**src/rtl/tone_pkg.sv**
```systemverilog
// tone_pkg: shared types and constants for the tone classifier slice.
//   - tone_state_t : qualifier FSM states
//   - DEF_DWELL / DEF_GAP / DEF_TIMEOUT : default timing constants
//   - CH_* : channel-index map used by the drive control logic
package tone_pkg;

    typedef enum logic [1:0] {
        IDLE    = 2'd0,
        QUALIFY = 2'd1,
        LOCKED  = 2'd2
    } tone_state_t;

    localparam int DEF_DWELL   = 25_000_000;
    localparam int DEF_GAP     = 1_000;
    localparam int DEF_TIMEOUT = 250_000_000;

    // Drive map: channel 0 is the 1 kHz stop tone and has top priority.
    localparam int unsigned CH_STOP  = 0;
    localparam int unsigned CH_FWD   = 1;
    localparam int unsigned CH_LEFT  = 2;
    localparam int unsigned CH_RIGHT = 3;
    localparam int unsigned CH_REV   = 4;

endpackage

```
**src/rtl/tone_sync.sv**
```systemverilog
// tone_sync: W-wide two-flop synchroniser for the asynchronous comparator
// outputs. Output lags input by two clk edges.
//   clk  : system clock
//   rst  : asynchronous active-high reset (clears both stages)
//   din  : asynchronous inputs
//   dout : synchronised outputs
module tone_sync #(
    parameter int W = 5
) (
    input  logic         clk,
    input  logic         rst,
    input  logic [W-1:0] din,
    output logic [W-1:0] dout
);

    logic [W-1:0] stage1;

    always_ff @(posedge clk or posedge rst) begin
        if (rst) begin
            stage1 <= '0;
            dout   <= '0;
        end else begin
            stage1 <= din;
            dout   <= stage1;
        end
    end

endmodule

```
**src/rtl/tone_classifier.sv**
```systemverilog
// tone_classifier: N-channel tone/command qualifier.
// Synchronises the band-pass comparator outputs, merges push-button
// overrides, picks the lowest-index active channel and commits it once it
// has been present for DWELL cycles (short dropouts up to GAP cycles are
// tolerated). A committed channel is not re-triggered while it stays present.
//   clk       : system clock
//   rst       : asynchronous active-high reset
//   enable    : detection enable; low returns to IDLE and clears det_valid
//   tone_raw  : asynchronous comparator outputs (NUM_CH wide)
//   btn       : synchronous debounced push-buttons (NUM_CH wide)
//   det_idx   : last committed channel (retained across enable low)
//   det_valid : det_idx holds a channel committed since enable rose
//   det_pulse : one-cycle strobe on every commit
//   busy      : high while qualifying a candidate
// Optional build macro TONE_TIMEOUT_EN adds parameter TIMEOUT: det_valid
// drops after TIMEOUT quiet cycles counted since the last commit.
module tone_classifier
    import tone_pkg::*;
#(
    parameter int NUM_CH = 5,
    parameter int CNT_W  = 26,
    parameter int DWELL  = DEF_DWELL,
    parameter int GAP    = DEF_GAP,
    parameter int IDX_W  = $clog2(NUM_CH)
`ifdef TONE_TIMEOUT_EN
    ,
    parameter int TIMEOUT = DEF_TIMEOUT
`endif
) (
    input  logic              clk,
    input  logic              rst,
    input  logic              enable,
    input  logic [NUM_CH-1:0] tone_raw,
    input  logic [NUM_CH-1:0] btn,
    output logic [IDX_W-1:0]  det_idx,
    output logic              det_valid,
    output logic              det_pulse,
    output logic              busy
);

    localparam int GAP_W = $clog2(GAP + 2);
    localparam logic [CNT_W-1:0] DWELL_C = CNT_W'(DWELL);
    localparam logic [GAP_W-1:0] GAP_C   = GAP_W'(GAP);

`ifdef TONE_TIMEOUT_EN
    localparam int TMR_W = $clog2(TIMEOUT + 1);
    localparam logic [TMR_W-1:0] TMR_LAST = TMR_W'(TIMEOUT - 1);
    logic [TMR_W-1:0] tmr;
`endif

    logic [NUM_CH-1:0] toneSync;
    logic [NUM_CH-1:0] present;
    logic              any;
    logic [IDX_W-1:0]  candidate;
    logic [IDX_W-1:0]  cand;
    logic [CNT_W-1:0]  cnt;
    logic [GAP_W-1:0]  gapCnt;
    tone_state_t       state;

    tone_sync #(
        .W (NUM_CH)
    ) uSync (
        .clk  (clk),
        .rst  (rst),
        .din  (tone_raw),
        .dout (toneSync)
    );

    assign present = btn | toneSync;
    assign any     = |present;
    assign busy    = (state == QUALIFY);

    // Priority encoder: scan from the top so the lowest set index wins.
    always_comb begin
        candidate = '0;
        for (int unsigned i = NUM_CH; i > 0; i--) begin
            if (present[i-1]) begin
                candidate = IDX_W'(i - 1);
            end
        end
    end

    always_ff @(posedge clk or posedge rst) begin
        if (rst) begin
            state     <= IDLE;
            cand      <= '0;
            cnt       <= '0;
            gapCnt    <= '0;
            det_idx   <= '0;
            det_valid <= 1'b0;
            det_pulse <= 1'b0;
`ifdef TONE_TIMEOUT_EN
            tmr       <= '0;
`endif
        end else if (!enable) begin
            state     <= IDLE;
            cnt       <= '0;
            gapCnt    <= '0;
            det_valid <= 1'b0;
            det_pulse <= 1'b0;
`ifdef TONE_TIMEOUT_EN
            tmr       <= '0;
`endif
        end else begin
            det_pulse <= 1'b0;

`ifdef TONE_TIMEOUT_EN
            // Quiet-cycle timer; a commit below overrides these updates.
            if (det_valid && !any) begin
                if (tmr >= TMR_LAST) begin
                    det_valid <= 1'b0;
                end else begin
                    tmr <= tmr + 1'b1;
                end
            end
`endif

            case (state)
                IDLE: begin
                    if (any) begin
                        state  <= QUALIFY;
                        cand   <= candidate;
                        cnt    <= CNT_W'(1);
                        gapCnt <= '0;
                    end
                end

                QUALIFY: begin
                    if (cnt >= DWELL_C) begin
                        // Dwell satisfied on the previous edge: commit now.
                        state     <= LOCKED;
                        det_idx   <= cand;
                        det_valid <= 1'b1;
                        det_pulse <= 1'b1;
                        cnt       <= '0;
                        gapCnt    <= '0;
`ifdef TONE_TIMEOUT_EN
                        tmr       <= '0;
`endif
                    end else if (!any) begin
                        // Dropout: hold cnt, give up once GAP is exceeded.
                        if (gapCnt >= GAP_C) begin
                            state  <= IDLE;
                            cnt    <= '0;
                            gapCnt <= '0;
                        end else begin
                            gapCnt <= gapCnt + 1'b1;
                        end
                    end else if (candidate == cand) begin
                        cnt    <= (cnt == '1) ? cnt : cnt + 1'b1;
                        gapCnt <= '0;
                    end else begin
                        cand   <= candidate;
                        cnt    <= CNT_W'(1);
                        gapCnt <= '0;
                    end
                end

                LOCKED: begin
                    if (!any) begin
                        if (gapCnt >= GAP_C) begin
                            state  <= IDLE;
                            gapCnt <= '0;
                        end else begin
                            gapCnt <= gapCnt + 1'b1;
                        end
                    end else if (candidate != cand) begin
                        state  <= QUALIFY;
                        cand   <= candidate;
                        cnt    <= CNT_W'(1);
                        gapCnt <= '0;
                    end else begin
                        // Committed channel still present: no re-trigger.
                        gapCnt <= '0;
                    end
                end

                default: begin
                    state  <= IDLE;
                    cnt    <= '0;
                    gapCnt <= '0;
                end
            endcase
        end
    end

endmodule

```
**config.mk**
```make
export PLATFORM = sky130hd
export DESIGN_NAME = tone_classifier
export DESIGN_NICKNAME = d
export VERILOG_FILES = /design/src/rtl/tone_pkg.sv /design/src/rtl/tone_sync.sv /design/src/rtl/tone_classifier.sv
export SDC_FILE = /design/constraint.sdc
export NUM_CORES = 1
export LEC_CHECK = 0
export BUFFER_PORTS_ARGS = -buffer_cell sky130_fd_sc_hd__buf_2
export CAP_MARGIN = 20
export CORE_MARGIN = 3
export CORE_UTILIZATION = 50
export DETAILED_ROUTE_END_ITERATION = 10
export PLACE_DENSITY = 0.71
export SLEW_MARGIN = 20
export SYNTH_ARGS = -nofsm -noshare
export SYNTH_HDL_FRONTEND = slang
export SYNTH_SLANG_ARGS = --single-unit
export TNS_END_PERCENT = 5
```
**constraint.sdc**
```tcl
create_clock -name clk -period 2.9 [get_ports clk]
set_clock_uncertainty 0.1 [all_clocks]
set_input_delay 0.58 -clock clk [delete_from_list [all_inputs] [get_ports clk]]
set_output_delay 0.58 -clock clk [all_outputs]
set_load 0.01 [all_outputs]
```
### Word-level counts from Yosys, hierarchy flattened

Cells that the tools add are included.

* bits of input ports: 13
* register bits: 56
* output and inout bits: 6

* add/subtract/negate cells: 2
* magnitude comparators: 2
* eq/ne operators: 20
* reduce and logical (&&, ||, !) cells: 8
* multiplexer cells: 42
* bitwise logic cells: 1

Operators by type and width (count)
* two-way mux 26 bit: 9
* one-hot mux 26 bit (3 select lines): 1
* two-way mux 10 bit: 5
* two-way mux 3 bit: 11
* one-hot mux 10 bit (3 select lines): 1
* adder 26 x 1 -> 26 bit (second input constant): 1
* equality test 26 bit (second input constant): 1
* >= comparator 26 x 25 -> 1 bit (second input constant): 1
* two-way mux 2 bit: 7
* adder 10 x 1 -> 10 bit (second input constant): 1
* >= comparator 10 bit (second input constant): 1
* inequality test 2 bit (second input constant): 5
* inequality test 3 bit (second input constant): 3
* one-hot mux 3 bit (3 select lines): 1
* AND reduction 8 bit: 1
* two-way mux 1 bit: 6
* inequality test 2 x 1 -> 1 bit (second input constant): 3
* inequality test 6 bit (second input constant): 1
* one-hot mux 2 bit (3 select lines): 1
* AND reduction 3 bit: 2
* inequality test 5 x 2 -> 1 bit (second input constant): 1
* OR 5 bit: 1
* AND reduction 5 bit: 1
* OR reduction 5 bit: 1
* 9 further kinds: 9

### Longest topological paths before layout

* depth after elaboration: 12
* depth in mapped cells: 9
* depth with buffers taken out: 7

### Cells and area by module

Synthesis repeated with hierarchy kept, for this count alone.

* cells, all modules: 348
* area total of the unflattened synthesis: 3094.2 um2

By module, submodules not included
* tone_classifier: instances 1, cells an instance 337, area an instance 2840.2 um2, seq. area each 1151.1 um2
* tone_sync: instances 1, cells an instance 11, area an instance 254.0 um2, seq. area each 250.2 um2

### Least setup slack after synthesis

OpenSTA, ideal clock, no wires.

* path type: input to register
* from: input port btn[2]
* to: register cnt[24]
* arrival time: 2.571 ns
* data required time: 2.736 ns
* library setup time: 0.064 ns
* setup slack: 0.165 ns
* cell stages on the path: 6
* cell sequence: or4_4 or4_4 and3_4 or4_4 nor4b_2 a211o_1

* word-level cells in the longest chain between the ends: 10
* elaborated cells between the ends (all ways): 18
* those cells by class: eq/ne: 7; mux: 8; bitwise: 1; reduce/logical: 2

Ends and longest elaborated chain
* start, declared: line tone_classifier.sv:34 `input logic [NUM_CH-1:0] btn,`
* OR 5 bit (*): line tone_classifier.sv:69 `assign present = btn | toneSync;`
* two-way mux 3 bit (3 in a row): line tone_classifier.sv:77 `if (present[i-1]) begin`
* equality test 3 bit: line tone_classifier.sv:149 `end else if (candidate == cand) begin`
* two-way mux 26 bit: line tone_classifier.sv:149
* two-way mux 26 bit: line tone_classifier.sv:140 `end else if (!any) begin`
* two-way mux 26 bit: line tone_classifier.sv:129 `if (cnt >= DWELL_C) begin`
* one-hot mux 26 bit (3 select lines): line tone_classifier.sv:118 `case (state)`
* two-way mux 26 bit: line tone_classifier.sv:95 `end else if (!enable) begin`
* end signal, assigned: line tone_classifier.sv:150 `cnt <= (cnt == '1) ? cnt : cnt + 1'b1;`
* end, declared: line tone_classifier.sv:56 `logic [CNT_W-1:0] cnt;`

Mark *: on every way between the ends. The rest lies on a longest branch, timed or not.
A chain may end at the register's enable or synchronous reset.

### Final worst setup path

* from: register uSync.dout[0]
* to: register cnt[22]

* word-level cells in the longest chain between the ends: 8
* elaborated cells between the ends (all ways): 16
* those cells by class: eq/ne: 7; mux: 6; bitwise: 1; reduce/logical: 2

Ends and longest elaborated chain
* start, declared: line tone_sync.sv:13 `output logic [W-1:0] dout`
* start signal, assigned: line tone_sync.sv:24 `dout <= stage1;`
* OR 5 bit (*): line tone_classifier.sv:69
* two-way mux 3 bit: line tone_classifier.sv:77
* equality test 3 bit: line tone_classifier.sv:149
* two-way mux 26 bit: line tone_classifier.sv:149
* two-way mux 26 bit: line tone_classifier.sv:140
* two-way mux 26 bit: line tone_classifier.sv:129
* one-hot mux 26 bit (3 select lines): line tone_classifier.sv:118
* two-way mux 26 bit: line tone_classifier.sv:95

Marked as above.

==> impl_metrics.csv <==
group,metric,value,unit
clock_tree,clock-sinks,56,
critical_path,rrSetupSlack,0.19,ns
timing,timing.fmax,369,MHz
logic_synthesis,synth.most_common_cell,"dfrtp_1",
critical_path,crit_arrival,2.88,ns
min_path,worstHoldPathType,"flop to flop",
route,wl,6.84,mm
logic_synthesis,synth-seq-cells,56,
placement,gp_congestion,0.832,
cells_and_area,diodes,0,
logic_synthesis,ys_seq_area_frac,0.433,
cells_and_area,drive_gt1_frac,0.191,
timing,setup_slack,0.187,ns
logic_synthesis,synthArstFlopShare,1.00,
timing,fin_crit,2.71,ns
placement,hpwl,4.98,mm
timing,post-route-period-util,0.935,
global_routing,grt-ovfl-total,0,
logic_synthesis,synthCells,341,
route,avgRoutedWirePerCell,15.2,µm
logic_synthesis,synth_edf_count,0,
logic_synthesis,synthTopCellsByArea,"dfrtp_1 (43%), a211o_1 (4.9%), and3_1 (4.1%)",
floorplanning,die_h,86.5,µm
critical_path,crit_fanout,21,
timing,rsz0062_at_grt,"no",
critical_path,crit_start,"uSync.dout[0]",
route,ant_nets,0,
pwr,p_leak,0.00180,µW
pwr,cellPowerDensity,477,nW/µm²
logic_synthesis,syn_nets,362,
pwr,ir_worst_vdd,368,µV
clock_tree,cts_hold_buffers,0,
timing,hold_viol,0,
placement,dpl_cell_area,3540,µm²
min_path,whs_path_depth,0,
logic_synthesis,yosys-top-cells-count,"dfrtp_1 (56), nand2_1 (27), nor3_1 (24)",
timing,slew_violations,0,
logic_synthesis,synth_top_area_frac,0.433,
global_routing,grt_pass1_wl,12.1,mm
job,cap_violations,0,
clock_tree,insertion_delay,0.31,ns
placement,place_inst,443,
floorplanning,initial_core_util,0.531,
run_status,status,"completed",
timing,hold-worst-slack,0.257,ns
logic_synthesis,ys_warn_count,0,
route,drt_pre_antenna_iters,4,
critical_path,required,3.06,ns
clock_tree,cts_tree,"yes",
global_routing,grt_max_degree,40,
clock_tree,htreeDepth,2,
logic_synthesis,synth.distinct_cells,61,
critical_path,r2r-start,"uSync.dout[0]",
floorplanning,rows,28,
critical_path,path_class,"flop to flop",
route,route.vias.total,2744,
route,drtIter0Drc,137,
floorplanning,die_area,7480,µm²
placement,io_buffers,18,
critical_path,cp-start-kind,"flop",
placement,preCtsSetupSlack,-0.0553,ns
logic_synthesis,syn_avg_cell_area,9.49,µm²
floorplanning,die_w,86.5,µm
logic_synthesis,synthFlopType,"dfrtp_1",
clock_tree,clock_tree.buffer_depth,2,
floorplanning,io_pins,19,
timing,tightest_slew,0.782,ns
logic_synthesis,yosysTopAreaCell,"dfrtp_1",
min_path,hp-start,"uSync.stage1[4]",
min_path,min_to,"uSync.dout[4]",
logic_synthesis,syn_area,3240,µm²
critical_path,r2r-end,"cnt[22]",
timing,finalSetupViolCount,0,
critical_path,critPathCaptureType,"flop",
route,vias_per_cell,6.08,
clock_tree,cts_inserted_buffers,5,
clock_tree,cts_setup_buffers,0,
floorplanning,core,6100,µm²
critical_path,r2r_cells,7,
cells_and_area,design_area,3650,µm²
global_routing,first_global_vias,2649,
global_routing,antenna_found_initial,0,
global_routing,grt_usage,0.199,
cells_and_area,finalNonFillerCells,451,
clock_tree,clkTransAtPathRegs,0.10,ns
cells_and_area,nets,396,
timing,slew_headroom,0.478,
cells_and_area,syn_to_final_growth,12.9,%
clock_tree,cts-root-buf,"clkbuf_8",
route,drc,0,
how the worst max path moves through the flow:
stage                     to  depth (start not counted)
floorplan            cnt[24]                          6
finish               cnt[22]                          7
CTS                  cand[0]                          6
global route        state[0]                          6
global placement     cnt[22]                          8
detailed placement   cnt[22]                          8
through the flow:
| step | utilization | total power [µW] | TNS, ns |
|---|---|---|---|
| 6_report | 0.599 | 1740 | 0 |
| 5_1_grt | 0.599 | 1830 | 0 |
| 4_1_cts | 0.599 | 1750 | 0 |
| 3_5_place_dp | 0.581 | 1240 | -0.248 |
| 3_3_place_gp | 0.581 | 1240 | -0.0141 |
| 2_1_floorplan | - | 1100 | 0 |
critical path: stages, from the launching register on:
cell and delay, ns:
dfrtp_1 0.44, or4_4 0.58, or4_4 0.51, nand3_1 0.19, nand4_1 0.18, buf_12 0.21
o2bb2a_1 0.28, a21bo_2 0.18
cell families (layout without fill, tap and decap cells):
| logic type | after synthesis | count (layout) | share of synthesized area |
|---|---|---|---|
| AND/OR/NAND/NOR | 164 | 164 | 0.285 |
| AO/OA/AOI/OAI | 81 | 81 | 0.189 |
| flip-flops | 56 | 56 | 0.433 |
| buffers and inverters | 23 | 58 | 0.0321 |
| multiplexers | 9 | 9 | 0.0301 |
| adder cells (fa/ha/maj) | 8 | 8 | 0.0309 |
area by class of cell:
type / instances / area (µm²)
Clock buffer: 5 / 68.8
Clock inverter: 3 / 42.5
Fill cell: 558 / 2440
Inverter: 11 / 41.3
Multi-Input combinational cell: 262 / 1730
Sequential cell: 56 / 1400
Tap cell: 75 / 93.8
Timing Repair Buffer: 39 / 273
repair_timing:
item | 4_1_cts | 5_1_grt
gates resized for setup | 0 | 1
endpoints found under the hold margin | 0 | 0
endpoints found under the setup margin | 0 | 1
cell usage in the layout, fill, tap and decap left out, types with 6 or more instances in the layout:
| cell type | count |
|---|---|
| a211o_1 | 18 |
| nand2_1 | 27 |
| dfrtp_1 | 56 |
| nand3_1 | 17 |
| a21o_1 | 8 |
| nor2_1 | 21 |
| a21oi_1 | 8 |
| ha_1 | 8 |
| nand4_1 | 9 |
| buf_2 | 18 |
| mux2_2 | 6 |
| nor4_1 | 9 |
| or3_1 | 6 |
| nor3_1 | 24 |
| inv_1 | 10 |
| and3_1 | 21 |
| o21ai_0 | 13 |
| buf_4 | 19 |
state kept, by name, summed over array words and instances, names as in the netlist:
signal / flops
cnt: 26
det_pulse: 1
det_valid: 1
det_idx: 3
state: 2
uSync.dout: 5
cand: 3
gapCnt: 10
uSync.stage1: 5
per-layer routing:
layer,share of wire,vias up,track usage
li1,-,1370,-
met1,0.48,1323,0.272
met2,0.48,46,0.333
met3,0.026,5,0.0314
met4,0.0076,0,0.0467
met5,0,-,0
power breakdown:
group          switching, µW  internal, µW
sequential              28.1           807
combinational            238           161
clock                    255           256
(Power assumes the default switching activity.)
